## src/rtl/dcache_evict_engine.sv

```systemverilog
// Data-cache RAM-port engine: reads victim lines into an in-order write-back buffer and writes refill lines.
// Define DCACHE_EVICT_SKID_EN for a 2-entry write-back buffer; the default build holds a single line.
module dcache_evict_engine #(
    parameter int  DCACHE_NO_OF_SETS = 32,
    parameter int  NUM_COL           = 16,
    parameter int  COL_WIDTH         = 8,
    parameter int  ADDR_WIDTH        = $clog2(DCACHE_NO_OF_SETS),
    parameter int  TAG_WIDTH         = 20,
    localparam int DATA_WIDTH        = NUM_COL * COL_WIDTH
) (
    input  logic                          clk,
    input  logic                          rst,

    input  logic                          evict_req_i,
    output logic                          evict_ready_o,
    input  logic [ADDR_WIDTH-1:0]         evict_idx_i,
    input  logic [TAG_WIDTH-1:0]          evict_tag_i,

    input  logic                          fill_req_i,
    output logic                          fill_ready_o,
    input  logic [ADDR_WIDTH-1:0]         fill_idx_i,
    input  logic [DATA_WIDTH-1:0]         fill_data_i,

    output logic                          ram_req_o,
    output logic [NUM_COL-1:0]            ram_wr_en_o,
    output logic [ADDR_WIDTH-1:0]         ram_addr_o,
    output logic [DATA_WIDTH-1:0]         ram_wdata_o,
    input  logic [DATA_WIDTH-1:0]         ram_rdata_i,

    output logic                          wb_valid_o,
    input  logic                          wb_ready_i,
    output logic [TAG_WIDTH+ADDR_WIDTH-1:0] wb_addr_o,
    output logic [DATA_WIDTH-1:0]         wb_data_o,

    output logic                          busy_o
);

`ifdef DCACHE_EVICT_SKID_EN
    localparam int WB_DEPTH = 2;
`else
    localparam int WB_DEPTH = 1;
`endif
    localparam int              WB_ADDR_W = TAG_WIDTH + ADDR_WIDTH;
    localparam logic [1:0]      WB_FULL   = 2'(WB_DEPTH);

    typedef enum logic [1:0] {
        S_IDLE,
        S_READ,
        S_CAPTURE,
        S_FILL
    } state_t;

    typedef struct packed {
        logic [WB_ADDR_W-1:0]  addr;
        logic [DATA_WIDTH-1:0] data;
    } wb_entry_t;

    state_t                  state, state_next;
    logic                    evict_acc, fill_acc, capture, pop;
    logic [TAG_WIDTH-1:0]    tag_q;
    logic [ADDR_WIDTH-1:0]   idx_q;

    logic                    ram_req_d;
    logic [NUM_COL-1:0]      ram_wr_en_d;
    logic [ADDR_WIDTH-1:0]   ram_addr_d;
    logic [DATA_WIDTH-1:0]   ram_wdata_d;

    // Storage is sized for the larger build; with one entry both pointers stay at 0.
    wb_entry_t               wb_buf [2];
    logic                    wb_head, wb_tail;
    logic [1:0]              wb_count;

    function automatic logic ptr_next(input logic p);
        return (WB_DEPTH == 1) ? 1'b0 : ~p;
    endfunction

    // A slot is owned from evict accept onward; in S_IDLE nothing is in flight, so occupancy suffices.
    assign evict_ready_o = (state == S_IDLE) && (wb_count != WB_FULL);
    assign fill_ready_o  = (state == S_IDLE) && !evict_req_i;
    assign evict_acc     = evict_req_i && evict_ready_o;
    assign fill_acc      = fill_req_i && fill_ready_o;
    assign capture       = (state == S_CAPTURE);
    assign pop           = wb_valid_o && wb_ready_i;

    // NOTE: every output of this block gets a default first so no latch is inferred on unlisted paths.
    always_comb begin
        state_next  = state;
        ram_req_d   = 1'b0;
        ram_wr_en_d = '0;
        ram_addr_d  = ram_addr_o;
        ram_wdata_d = ram_wdata_o;
        unique case (state)
            S_IDLE: begin
                if (evict_acc) begin
                    state_next = S_READ;
                    ram_req_d  = 1'b1;
                    ram_addr_d = evict_idx_i;
                end else if (fill_acc) begin
                    state_next  = S_FILL;
                    ram_req_d   = 1'b1;
                    ram_wr_en_d = '1;
                    ram_addr_d  = fill_idx_i;
                    ram_wdata_d = fill_data_i;
                end
            end
            S_READ:    state_next = S_CAPTURE;
            S_CAPTURE: state_next = S_IDLE;
            S_FILL:    state_next = S_IDLE;
            default:   state_next = S_IDLE;
        endcase
    end

    // NOTE: sequential state uses non-blocking assignments so all registers update from pre-edge values.
    always_ff @(posedge clk) begin
        if (rst) begin
            state       <= S_IDLE;
            ram_req_o   <= 1'b0;
            ram_wr_en_o <= '0;
            ram_addr_o  <= '0;
            ram_wdata_o <= '0;
            tag_q       <= '0;
            idx_q       <= '0;
        end else begin
            state       <= state_next;
            ram_req_o   <= ram_req_d;
            ram_wr_en_o <= ram_wr_en_d;
            ram_addr_o  <= ram_addr_d;
            ram_wdata_o <= ram_wdata_d;
            if (evict_acc) begin
                tag_q <= evict_tag_i;
                idx_q <= evict_idx_i;
            end
        end
    end

    // NOTE: the buffer is cleared on reset because its head drives wb_addr_o/wb_data_o directly.
    always_ff @(posedge clk) begin
        if (rst) begin
            for (int i = 0; i < 2; i++) begin
                wb_buf[i] <= '0;
            end
            wb_head  <= 1'b0;
            wb_tail  <= 1'b0;
            wb_count <= 2'd0;
        end else begin
            if (capture) begin
                wb_buf[wb_tail] <= {tag_q, idx_q, ram_rdata_i};
                wb_tail         <= ptr_next(wb_tail);
            end
            if (pop) begin
                wb_head <= ptr_next(wb_head);
            end
            if (capture && !pop) begin
                wb_count <= wb_count + 2'd1;
            end else if (pop && !capture) begin
                wb_count <= wb_count - 2'd1;
            end
        end
    end

    assign wb_valid_o = (wb_count != 2'd0);
    assign wb_addr_o  = wb_buf[wb_head].addr;
    assign wb_data_o  = wb_buf[wb_head].data;
    assign busy_o     = (state != S_IDLE) || (wb_count != 2'd0);

endmodule
```

## config.mk

```make
export PLATFORM = sky130hd
export DESIGN_NAME = dcache_evict_engine
export DESIGN_NICKNAME = d
export VERILOG_FILES = /design/src/rtl/dcache_evict_engine.sv
export SDC_FILE = /design/constraint.sdc
export NUM_CORES = 1
export LEC_CHECK = 0
export ABC_AREA = 1
export BUFFER_PORTS_ARGS = -buffer_cell sky130_fd_sc_hd__buf_2
export CORE_AREA = 5 5 229 231
export DETAILED_ROUTE_END_ITERATION = 6
export DIE_AREA = 0 0 234 236
export GPL_TIMING_DRIVEN = 0
export SLEW_MARGIN = 15
export SYNTH_ARGS = -nofsm -noshare
export SYNTH_HDL_FRONTEND = slang
export SYNTH_SLANG_ARGS = --single-unit
```

## constraint.sdc

```tcl
create_clock -name clk -period 22.3 [get_ports clk]
set_input_delay 1.115 -clock clk [delete_from_list [all_inputs] [get_ports clk]]
set_output_delay 1.115 -clock clk [all_outputs]
set_load 0.01 [all_outputs]
```

## After elaboration in Yosys (flattened, before gate mapping)

Memory sizes are Yosys's and may differ from the RTL's.
Cells that the tools add are included.

| word-level totals | value |
|---|---|
| flip-flop bits (word level) | 179 |
| memory bits (writable) | 306 |
| input bits | 291 |
| output and inout port bits | 307 |
| word-level logic and storage cells | 56 |
| memories kept | 1 |

| cells by class | value |
|---|---|
| $add $sub $neg | 2 |
| equal/unequal tests | 5 |
| mux-type cells | 16 |
| bitwise gates (word level) | 3 |
| reductions and logical operators | 21 |

Memory list:

| memory | depth | width | read ports | clocked after Yosys merged registers in | wr ports | line | source |
|---|---|---|---|---|---|---|---|
| wb_buf | 2 | 153 | 1 | 0 | 2 | 69 | `wb_entry_t wb_buf [2];` |

Operator list:

| kind | count |
|---|---|
| $mux 153 | 1 |
| $mux 16 | 1 |
| $mux 5 | 2 |
| $mux 2 | 4 |
| $reduce_bool 2->1 | 4 |
| $logic_and 1x1->1 | 7 |
| $mux 1 | 7 |
| $pmux 2 s3 | 1 |
| $eq 2x2->1 const B | 2 |
| $reduce_or 2->1 | 2 |
| $logic_not 1->1 | 3 |
| $ne 3x3->1 const B | 1 |
| $reduce_and 3->1 | 1 |
| $reduce_or 3->1 | 1 |
| $add 2x1->2 const B | 1 |
| $eq 2x1->1 const B | 1 |
| $logic_not 2->1 | 1 |
| $ne 2x1->1 const B | 1 |
| $not 1->1 | 2 |
| $reduce_and 2->1 | 1 |
| $sub 2x1->2 const B | 1 |
| $logic_or 1x1->1 | 1 |
| $or 1x1->1 | 1 |

## Depth between registers and ports, before layout

| depth | value |
|---|---|
| depth after elaboration | 6 |
| gate-level depth with buffers | 9 |
| gate-level depth less buffers | 8 |

## Worst setup path after synthesis

OpenSTA, ideal clock, no wires.

| path | value |
|---|---|
| path kind | flip-flop to flip-flop |
| from | register state[1] |
| to | memory wb_buf[0][0] in the netlist's numbering (enable) |
| data arrival time | 11.135 ns |
| slack | 10.289 ns |
| stages on the path, launching flop included | 3 |
| buffers on the path | 0 |
| clock period less this slack | 12.011 ns |
| cell sequence | dfxtp_1 > inv_1 > o21ai_0 |

RTL lines:

| element | line | source |
|---|---|---|
| from (decl) | 58 | `state_t state, state_next;` |
| from (signal assigned) | 124 | `state <= state_next;` |
| to (decl) | 69 |  |

## Worst setup path after layout

| path | value |
|---|---|
| from | input port evict_req_i |
| to | output port fill_ready_o |

| between the ends | value |
|---|---|
| longest elaborated chain between the ends | 2 |

Ends and longest elaborated chain:

| element | line | source |
|---|---|---|
| from (decl) | 14 | `input logic evict_req_i,` |
| $logic_not 1->1 | 79 | `assign fill_ready_o = (state == S_IDLE) && !evict_req_i;` |
| $logic_and 1x1->1 | 79 |  |
| to (decl) | 20 | `output logic fill_ready_o,` |

No other way between the ends.

==> run metrics <==
status complete, no violations; Req. time, crit path 21.19 ns; f_max 329 MHz; Reg clk slew, reported paths 0.06 ns; Cell Pwr Density 88.3 nW/um^2; final wirelength 44300 microns; Setup Fix Bufs, Post-CTS 0; crit path max fanout 10; Synth cell types 22; unrepaired setup endpoints after global routing false; synthesized area per cell 9.76 sq um; Leak Pwr 8.23 nW; Die Ht 236 microns; Core Box Area 49900 sq um; clock sink total 317; Worst Max-Slew Pin Slew 0.783 ns; final number of hold-violating endpoints 0; GP Congestion 0.896; DRC Markers 0; TritonCTS clock tree done; fin crit share 0.136; Slew Limit Fails 0; HP Class flip-flop to flip-flop; most common cell after layout, fill and taps aside buf_2; gr ovfl total 0; Peak VDD IR 51.6 uV; # fillers 5172; final setup violation count 0; # nets final 2158; via count 10800; cts hold-fix bufs 0; initial antenna violation count 8; # resized after CTS 0; DR vias/cell 4.21; Initial DRC Count 423; Post-DRT Antenna Nets 0; Sum Neg Setup Slack 0 ns; Max-Cap Viols 0; total die area 55200 sq um; worst hold slack 0.453 ns; clk buf depth 3; Synth area leader edfxtp_1; Ys Warns 0; largest net degree at the start of global routing 27; Worst Path Arrival 1.93 ns; Starting Density 0.240; clock skew 0.0157 ns; drt pass-1 iters 5; Slew headroom 0.478; port bufs 594; share of cells above drive strength 1 0.382; cell row count 82; met2 usage 0.258; post-detail-place hpwl 35200 microns; top cell type's share of synthesized area 0.384; Syn Inst Count 1225; CP Launch Type primary input; Mapped Area 12000 sq um; first-pass GRT wire length 63700 microns; net count after synthesis 1519; vias in the first global route 10800; met1 Use GR 0.167; most frequent cells in the layout 620 x buf_2, 170 x nor2_1, 165 x inv_1; top cells by area, synth edfxtp_1 38%, dfxtp_1 27%, a21oi_1 6.5%, nand3_1 5.4%, nor2_1 5.3%; M3 GR Usage 0.0500; Crit Path Class primary input to output port; Layout area overhead 43.5%; busiest grt layer met2; clk_lat worst skew 0.53 ns; number of synthesized register bits 317; Tmin final 3.04 ns; Seq/Total Area, Yosys 0.659; WL/cell 17.3 microns; Setup crit end kind output port; Global Route Usage Sum 0.149; CTS root buffer clkbuf_16; # IOs 598; H-tree levels 2; PnR Total Power 1.51 mW; Num CTS Buffers 36; width of the die 234 microns
==> final timing paths <==
| path | startpoint | endpoint | slack, ns | depth (start not counted) |
|---|---|---|---|---|
| max | evict_req_i | fill_ready_o | 19.26 | 4 |
| min | tag_q[0] | tag_q[0] | 0.45 | 2 |
| max reg2reg | state[0] | wb_buf[0][131] | 20.15 | 5 |
| min reg2reg | tag_q[0] | tag_q[0] | 0.45 | 2 |
==> per-stage QoR <==
stage	utilization	worst slack [ns]	cell area (sq um)	std cells
after floorplan	-	10.29	12000	1225
after global placement	0.316	5.35	15800	2491
after detailed placement	0.320	18.92	16000	2498
after CTS	0.344	19.26	17200	2564
after global routing	0.344	19.23	17200	2564
final	0.344	19.26	17200	2565
==> where the power goes <==
group,switching [mW],internal (mW),total (mW),leakage (nW)
registers,0.0183,0.664,0.682,2.94
clock network,0.242,0.351,0.594,0.590
logic,0.147,0.0921,0.239,4.70
==> cell type report <==
type / count / area (sq um) / share of cell area
flip-flops and latches: 317 / 7880 / 0.459
repair buffers: 601 / 3150 / 0.184
multi-input cells: 642 / 2890 / 0.169
clock buffers: 51 / 1080 / 0.0630
well taps: 672 / 841 / 0.0490
inverters: 167 / 627 / 0.0365
plain buffers: 99 / 566 / 0.0330
clock inverters: 15 / 116 / 0.00678
diodes: 1 / 2.50 / 0.000146
==> cell families after synthesis <==
group,synth area share
buf+inv,0.0998
xor+xnor,0.000733
simple gates,0.162
compound gates,0.0752
flops,0.659
fa+ha+maj,0.00314
==> flip-flops by register name, indices dropped and copies added (netlist names) <==
| register | flops |
|---|---|
| ram_addr_o | 5 |
| idx_q | 5 |
| ram_wdata_o | 128 |
| ram_wr_en_o | 1 |
| wb_buf | 153 |
| state | 2 |
| wb_count | 2 |
| tag_q | 20 |
| ram_req_o | 1 |
==> Yosys cell counts <==
cell and instances:
a211oi_1 1, a21oi_1 155, buf_1 6, buf_2 26
buf_4 21, buf_6 11, clkbuf_1 35, dfxtp_1 164
edfxtp_1 153, ha_1 3, inv_1 165, inv_2 2
nand2_1 146, nand3_1 128, nand3_2 2, nand3b_1 2
nand4_1 8, nor2_1 170, nor2_2 2, nor2_4 1
o21ai_0 23, xnor2_1 1
==> layer usage <==
layer | vias to the layer above | wire length (microns)
li1 | 5242 | -
met1 | 4943 | 16900
met2 | 488 | 21100
met3 | 100 | 4230
met4 | 14 | 1940
met5 | - | 96
==> critical path: stages <==
cell and delay (ns):
buf_4 0.15, nor2_2 0.18, buf_2 0.29, buf_2 0.18
Power figures use the tool's default switching activity.
